--- config.mk ---
export PLATFORM = sky130hd
export DESIGN_NAME = branch_resolve_unit
export DESIGN_NICKNAME = d
export VERILOG_FILES = /design/src/rtl/bru_pkg.sv /design/src/rtl/bru_bht.sv /design/src/rtl/branch_resolve_unit.sv
export SDC_FILE = /design/constraint.sdc
export NUM_CORES = 1
export LEC_CHECK = 0
export ABC_AREA = 1
export CAP_MARGIN = 10
export CORE_MARGIN = 5
export CORE_UTILIZATION = 43
export CTS_BUF_LIST = sky130_fd_sc_hd__clkbuf_16
export CTS_CLUSTER_SIZE = 14
export DETAILED_ROUTE_END_ITERATION = 10
export PLACE_DENSITY = 0.82
export SLEW_MARGIN = 20
export SYNTH_ARGS = -nofsm -noshare
export SYNTH_HDL_FRONTEND = slang
export SYNTH_SLANG_ARGS = --single-unit
--- constraint.sdc ---
create_clock -name clk -period 2.2 [get_ports clk]
set_input_delay 0.44 -clock clk [delete_from_list [all_inputs] [get_ports clk]]
set_output_delay 0.44 -clock clk [all_outputs]
set_load 0.005 [all_outputs]
--- src/rtl/bru_pkg.sv ---
// bru_pkg: shared encodings and helpers for the branch resolve unit.
// Jump op codes, next-PC select codes, BHT reset value and the 2-bit
// saturating counter update used by the history table.
package bru_pkg;

  typedef enum logic [3:0] {
    JUMP_NONE = 4'd0,
    JUMP_BEQ  = 4'd1,
    JUMP_BNE  = 4'd2,
    JUMP_JAL  = 4'd3,
    JUMP_JR   = 4'd4,
    JUMP_BLEZ = 4'd5,
    JUMP_BGTZ = 4'd6,
    JUMP_BLTZ = 4'd7,
    JUMP_BGEZ = 4'd8
  } jump_op_e;

  typedef enum logic [3:0] {
    NPC_SEQ = 4'd0,
    NPC_BR  = 4'd1,
    NPC_JAL = 4'd2,
    NPC_JR  = 4'd3
  } npc_e;

  // Every history entry starts as weak not-taken.
  localparam logic [1:0] BHT_RESET = 2'b01;

  // Two-bit saturating counter step: taken counts up to 3, not-taken down to 0.
  function automatic logic [1:0] bhtNext(input logic [1:0] cur, input logic taken);
    logic [1:0] nxt;
    nxt = cur;
    if (taken && (cur != 2'b11)) begin
      nxt = cur + 2'b01;
    end else if (!taken && (cur != 2'b00)) begin
      nxt = cur - 2'b01;
    end
    return nxt;
  endfunction

endpackage

--- src/rtl/bru_bht.sv ---
// bru_bht: branch history table, DEPTH x 2-bit saturating counters.
// One asynchronous read port (Fetch lookup) and one write port that applies
// the saturating update in place. A lookup of an index being written in the
// same cycle sees the old entry, since the write lands on the clock edge.
module bru_bht
  import bru_pkg::*;
#(
  parameter int DEPTH = 64,
  parameter int IDX_W = $clog2(DEPTH)
) (
  input  logic             clk_i,
  input  logic             reset_n_i,
  input  logic [IDX_W-1:0] rdIdx_i,
  output logic             rdTaken_o,
  input  logic             wrEn_i,
  input  logic [IDX_W-1:0] wrIdx_i,
  input  logic             wrTaken_i
);

  logic [1:0] entries_q [DEPTH];

  // The prediction is the counter's upper bit: 2 and 3 mean taken.
  assign rdTaken_o = entries_q[rdIdx_i][1];

  // Table storage: reset every entry to weak not-taken, otherwise step the written entry.
  always_ff @(posedge clk_i or negedge reset_n_i) begin
    if (!reset_n_i) begin
      for (int i = 0; i < DEPTH; i++) begin
        entries_q[i] <= BHT_RESET;
      end
    end else if (wrEn_i) begin
      entries_q[wrIdx_i] <= bhtNext(entries_q[wrIdx_i], wrTaken_i);
    end
  end

endmodule

--- src/rtl/branch_resolve_unit.sv ---
// branch_resolve_unit: decode-stage branch resolution for the 5-stage MIPS pipe.
// Resolves beq/bne/blez/bgtz/bltz/bgez/jal/jr, registers the outcome behind a
// valid/ready handshake, counts branches and mispredicts (saturating).
// Optional macro BRU_PREDICT_EN: when defined a 2-bit BHT (bru_bht) drives
// f_pred_taken and mispredict compares against the carried prediction; when
// undefined prediction is static not-taken and every taken branch mispredicts.
module branch_resolve_unit
  import bru_pkg::*;
#(
  parameter int DATA_W    = 32,
  parameter int PC_W      = 32,
  parameter int BHT_DEPTH = 64,
  parameter int CNT_W     = 16
) (
  input  logic              clk,
  input  logic              reset_n,
  input  logic [PC_W-1:0]   f_pc,
  output logic              f_pred_taken,
  input  logic              req_valid,
  output logic              req_ready,
  input  logic [PC_W-1:0]   req_pc,
  input  logic [3:0]        req_op,
  input  logic [DATA_W-1:0] req_rd1,
  input  logic [DATA_W-1:0] req_rd2,
  input  logic [PC_W-1:0]   req_target,
  input  logic              req_pred_taken,
  output logic              res_valid,
  input  logic              res_ready,
  output logic [3:0]        res_next_op,
  output logic              res_link,
  output logic              res_taken,
  output logic              res_mispredict,
  output logic [PC_W-1:0]   res_target,
  output logic [CNT_W-1:0]  cnt_branch,
  output logic [CNT_W-1:0]  cnt_mispredict
);

  localparam int IDX_W = $clog2(BHT_DEPTH);

  logic              accept;
  logic              rd1Eq;
  logic              rd1Neg;
  logic              rd1Zero;
  logic [PC_W-1:0]   seqPc;
  logic [PC_W-1:0]   jrTarget;

  logic              isCond;
  logic              decTaken;
  logic              decLink;
  logic              decMispredict;
  logic [3:0]        decNextOp;
  logic [PC_W-1:0]   decTarget;

  logic              resValid_q,   resValid_d;
  logic [3:0]        resNextOp_q,  resNextOp_d;
  logic              resLink_q,    resLink_d;
  logic              resTaken_q,   resTaken_d;
  logic              resMis_q,     resMis_d;
  logic [PC_W-1:0]   resTarget_q,  resTarget_d;
  logic [CNT_W-1:0]  cntBranch_q,  cntBranch_d;
  logic [CNT_W-1:0]  cntMis_q,     cntMis_d;

  // A new request can enter whenever the output slot is empty or being drained.
  assign req_ready = !resValid_q || res_ready;
  assign accept    = req_valid && req_ready;

  // Operand comparisons; the sign bit of rd1 gives the signed test against zero.
  assign rd1Eq   = (req_rd1 == req_rd2);
  assign rd1Neg  = req_rd1[DATA_W-1];
  assign rd1Zero = (req_rd1 == '0);
  assign seqPc   = req_pc + PC_W'(4);

  generate
    if (DATA_W >= PC_W) begin : g_jrSlice
      assign jrTarget = req_rd1[PC_W-1:0];
    end else begin : g_jrExtend
      assign jrTarget = {{(PC_W - DATA_W){1'b0}}, req_rd1};
    end
  endgenerate

  // Decode the op into direction, next-PC select, link and redirect target.
  always_comb begin
    isCond    = 1'b0;
    decTaken  = 1'b0;
    decLink   = 1'b0;
    decNextOp = NPC_SEQ;
    decTarget = seqPc;
    case (req_op)
      JUMP_BEQ:  begin isCond = 1'b1; decTaken = rd1Eq; end
      JUMP_BNE:  begin isCond = 1'b1; decTaken = !rd1Eq; end
      JUMP_BLEZ: begin isCond = 1'b1; decTaken = rd1Neg || rd1Zero; end
      JUMP_BGTZ: begin isCond = 1'b1; decTaken = !rd1Neg && !rd1Zero; end
      JUMP_BLTZ: begin isCond = 1'b1; decTaken = rd1Neg; end
      JUMP_BGEZ: begin isCond = 1'b1; decTaken = !rd1Neg; end
      JUMP_JAL: begin
        decTaken  = 1'b1;
        decLink   = 1'b1;
        decNextOp = NPC_JAL;
        decTarget = req_target;
      end
      JUMP_JR: begin
        decTaken  = 1'b1;
        decNextOp = NPC_JR;
        decTarget = jrTarget;
      end
      default: begin
        isCond = 1'b0;
      end
    endcase
    if (isCond && decTaken) begin
      decNextOp = NPC_BR;
      decTarget = req_target;
    end
  end

`ifdef BRU_PREDICT_EN
  logic bhtPred;
  logic unusedInputs;

  // Fetch only uses the index bits of its PC.
  assign unusedInputs = ^{f_pc};

  bru_bht #(
    .DEPTH (BHT_DEPTH),
    .IDX_W (IDX_W)
  ) u_bht (
    .clk_i     (clk),
    .reset_n_i (reset_n),
    .rdIdx_i   (f_pc[IDX_W+1:2]),
    .rdTaken_o (bhtPred),
    .wrEn_i    (accept && isCond),
    .wrIdx_i   (req_pc[IDX_W+1:2]),
    .wrTaken_i (decTaken)
  );

  assign f_pred_taken  = bhtPred;
  assign decMispredict = isCond && (decTaken ^ req_pred_taken);
`else
  logic unusedInputs;

  // Static not-taken: the Fetch PC and the carried prediction play no part.
  assign unusedInputs  = ^{f_pc, req_pred_taken};
  assign f_pred_taken  = 1'b0;
  assign decMispredict = isCond && decTaken;
`endif

  // Next state of the result slot and the saturating statistics counters.
  always_comb begin
    resValid_d  = resValid_q;
    resNextOp_d = resNextOp_q;
    resLink_d   = resLink_q;
    resTaken_d  = resTaken_q;
    resMis_d    = resMis_q;
    resTarget_d = resTarget_q;
    cntBranch_d = cntBranch_q;
    cntMis_d    = cntMis_q;
    if (accept) begin
      resValid_d  = 1'b1;
      resNextOp_d = decNextOp;
      resLink_d   = decLink;
      resTaken_d  = decTaken;
      resMis_d    = decMispredict;
      resTarget_d = decTarget;
      if (isCond && (cntBranch_q != '1)) begin
        cntBranch_d = cntBranch_q + CNT_W'(1);
      end
      if (decMispredict && (cntMis_q != '1)) begin
        cntMis_d = cntMis_q + CNT_W'(1);
      end
    end else if (res_ready) begin
      resValid_d = 1'b0;
    end
  end

  // Result and counter registers; async reset drops any pending result.
  always_ff @(posedge clk or negedge reset_n) begin
    if (!reset_n) begin
      resValid_q  <= 1'b0;
      resNextOp_q <= '0;
      resLink_q   <= 1'b0;
      resTaken_q  <= 1'b0;
      resMis_q    <= 1'b0;
      resTarget_q <= '0;
      cntBranch_q <= '0;
      cntMis_q    <= '0;
    end else begin
      resValid_q  <= resValid_d;
      resNextOp_q <= resNextOp_d;
      resLink_q   <= resLink_d;
      resTaken_q  <= resTaken_d;
      resMis_q    <= resMis_d;
      resTarget_q <= resTarget_d;
      cntBranch_q <= cntBranch_d;
      cntMis_q    <= cntMis_d;
    end
  end

  assign res_valid      = resValid_q;
  assign res_next_op    = resNextOp_q;
  assign res_link       = resLink_q;
  assign res_taken      = resTaken_q;
  assign res_mispredict = resMis_q;
  assign res_target     = resTarget_q;
  assign cnt_branch     = cntBranch_q;
  assign cnt_mispredict = cntMis_q;

endmodule

==> reports/summary.md <==
* CTS Hold Buffers Added: 0
* average cell area after synthesis: 6.45 sq um
* count of flip-flops with a built-in enable after synthesis: 0
* Max Slew Vio Count: 0
* ports placed on the boundary: 243
* max_cap viols: 0
* post-placement cell count: 1,327
* final net count: 1,343
* type of origin of the critical path: input port
* capturing element type of the critical path: register
* Synth Warn #: 0
* min cycle time layout: 2.14 ns
* crit path kind: input port to register
* leak pwr: 4.51 nW
* TritonCTS Buffers: 9
* Synth Register Bits: 70
* Overall Global Routing Usage: 27.2%
* Fin Clk Skew: 0.00592 ns
* proportion of synthesized chip area in sequential cells: 31.4%
* cells taking the most area after synthesis: sky130_fd_sc_hd__dfrtp_1 (31%), sky130_fd_sc_hd__nand2_1 (18%), sky130_fd_sc_hd__nand3_1 (8.1%)
* cells on worst reg2reg path: 9
* num rows: 41
* maximum fanout count along the critical path: 8
* power density cells: 507 nW/um^2
* area share of the largest cell type after synthesis: 31.4%
* Max Clk Rate: 467 MHz
* die area: 15,400 sq um
* vertical extent of the die: 124 microns
* wire length per cell after detailed routing: 15.7 microns
* post-route non-filler standard cell count: 1,348
* wire length of the first global-routing pass: 32,600 microns
* via/cell ratio: 5.08
* minimum setup slack among reg-to-reg paths: 0.23 ns
* Area after DPL: 8630 sq um
* fraction of layout instances using a drive strength above 1: 15.2%
* fraction of registers with async set or reset after synthesis: 100%
* WP data arrival: 2.42 ns
* initial cell density of the core: 44.0%
* Antenna Diode Count: 0
* highest cell delay on the worst timing path: 0.44 ns
* clock tree from TritonCTS: yes
* # setup viols final: 0
* Detailed Place HPWL: 16,200 microns
* Post-Syn Area: 5580 sq um
* Core Box Area: 12,700 sq um
* total wirelength of the detailed-routed design: 21,200 microns
* pin count of the biggest net entering global routing: 39
* number of sinks driven by the clock tree: 70
* global-route congestion overflow total: 0
* final total negative setup slack: 0 ns
* Clock transition at path regs: 0.06 ns
* via count of the first global-routing pass: 6,733
* worst slack on hold paths: 0.0353 ns
* Routability Congestion: 0.967
* CP bufs+invs: 2
* vias post-DR: 6,848
* CP most frequent cell: sky130_fd_sc_hd__nand2_1
* layout-stage area growth over the synthesis result: 65.5%
* Netlist cell types: 37
* highest-count cells in the layout ignoring fill and taps: sky130_fd_sc_hd__nand2_1 (268), sky130_fd_sc_hd__clkdlybuf4s50_1 (171), sky130_fd_sc_hd__buf_4 (109)
* Clock Latency Late Sink: 0.34 ns
* CTS root buffer: sky130_fd_sc_hd__clkbuf_16
* post-synth top area cell: sky130_fd_sc_hd__dfrtp_1
* Detailed Routing Iterations Pass 1: 7
* endpoint of the worst-slack reg-to-reg timing path: cnt_mispredict[8]
* slowest cell on the critical path: sky130_fd_sc_hd__clkdlybuf4s50_1
* class of the tightest hold or removal check: input port to async pin
* number of buffers on the longest clock path: 2
* cell class contributing the biggest share of worst-path delay: simple AND/OR/NAND/NOR gates
* most common cell after layout, fill and taps aside: sky130_fd_sc_hd__nand2_1
* most frequently used flop master after synthesis: sky130_fd_sc_hd__dfrtp_1
* Final Instance Area: 9240 sq um
* Detail Route Antenna Nets: 0
* initial antenna violation count: 0
* result of the run: finished clean
* DRC errors left: 0
* Data required, critical path: 2.47 ns
* Worst R2R Start: cnt_mispredict[1]
* synthesized instance count: 865
* Max H-tree Level: 3
* CP Cell Sequence: clkdlybuf4s50_1, xnor2_1, nand2_1, nor2_2, nand2_1, nor2_2, nand2_1, nand2_1, nand2_2, nand2_8, nand2_8, clkbuf_16, nand2_1, nand3_1, nand2_1
* Hold Vio Cnt, Final: 0
* final period utilization: 97.4%
* number of DRC violations after detailed-routing iteration 0: 552
* count of buffers from port buffering: 206
* worst vdd ir: 0.000438 V
* width of the die: 124 microns
==> area by class of cell <==
type | count | area, sq um
Clock buffer | 9 | 225
Multi-Input combinational cell | 658 | 3420
Sequential cell | 70 | 1750
Fill cell | 1031 | 3430
Clock inverter | 7 | 66.3
Tap cell | 172 | 215
Inverter | 108 | 405
Timing Repair Buffer | 324 | 3150
==> how the worst max path moves through the flow <==
| stage | depth (start not counted) | startpoint | slack, ns | end |
|---|---|---|---|---|
| 6_report | 15 | req_rd2[10] | 0.06 | res_target[2] |
| 5_1_grt | 15 | req_pc[3] | -0.04 | res_target[24] |
| 4_1_cts | 14 | req_rd1[7] | 0.0009 | res_target[15] |
| 3_5_place_dp | 14 | req_rd1[1] | -0.40 | res_target[26] |
| 3_3_place_gp | 14 | req_rd1[15] | -0.33 | res_target[30] |
| 2_1_floorplan | 9 | cnt_mispredict[0] | 0.37 | cnt_mispredict[3] |
==> registers in the layout, summed over array words and instances (netlist names) <==
register	cells
res_mispredict	1
res_taken	1
cnt_mispredict	16
res_valid	1
res_next_op	2
res_target	32
cnt_branch	16
res_link	1
==> per-stage QoR <==
| stage | total power, W | worst slack, ns | util, % |
|---|---|---|---|
| floorplan | 0.00217 | 0.367 | - |
| global placement | 0.00315 | -0.328 | 68.1 |
| detailed placement | 0.00319 | -0.396 | 68.1 |
| CTS | 0.00467 | 0.000932 | 70.7 |
| global route | 0.00493 | -0.0430 | 72.9 |
| finish | 0.00469 | 0.0567 | 72.9 |
==> synthesized netlist by cell type (4+ instances only) <==
library cell	instances
sky130_fd_sc_hd__nand2_1	274
sky130_fd_sc_hd__inv_1	106
sky130_fd_sc_hd__nand3_1	90
sky130_fd_sc_hd__nor2_1	80
sky130_fd_sc_hd__dfrtp_1	70
sky130_fd_sc_hd__xnor2_1	45
sky130_fd_sc_hd__xor2_1	28
sky130_fd_sc_hd__a21oi_1	21
sky130_fd_sc_hd__o21ai_0	20
sky130_fd_sc_hd__nor3_1	18
sky130_fd_sc_hd__nand4_1	16
sky130_fd_sc_hd__o21ai_1	15
sky130_fd_sc_hd__clkbuf_1	13
sky130_fd_sc_hd__buf_4	9
sky130_fd_sc_hd__a221oi_1	7
sky130_fd_sc_hd__o22ai_1	7
sky130_fd_sc_hd__buf_2	5
sky130_fd_sc_hd__nand3b_1	5
sky130_fd_sc_hd__nor4_1	5
sky130_fd_sc_hd__buf_1	4
==> report_power, final <==
group / switching [W] / internal [W]
logic: 0.000721 / 0.000905
registers: 0.000142 / 0.00146
clock network: 0.000584 / 0.000869
total: 0.00145 / 0.00324
==> per-layer routing <==
layer / global-route usage (%) / up-vias / part of all wire (%)
li1: - / 3375 / -
met1: 32.8 / 3097 / 39
met5: 0 / - / 0
met4: 9.17 / 0 / 2.8
met2: 46.6 / 322 / 48
met3: 7.49 / 54 / 9.8
==> kinds of logic after synthesis <==
family / share of synthesized area (%)
AOI/OAI and AO/OA: 7.98
xor gates and xnor gates: 11.5
adders and majority gates: 0.673
buffers and inverters: 10.1
DFF: 31.4
other: 0.0672
and+or+nand+nor: 38.4
==> what timing repair did <==
item / 4_1_cts / 5_1_grt
endpoints found under the setup margin: 34 / 63
resized for setup: 11 / 66
setup buffers: 0 / 1
pin swaps: 2 / 23
gates cloned: 1 / 3
No activity file was read; power rests on OpenSTA's default activity.
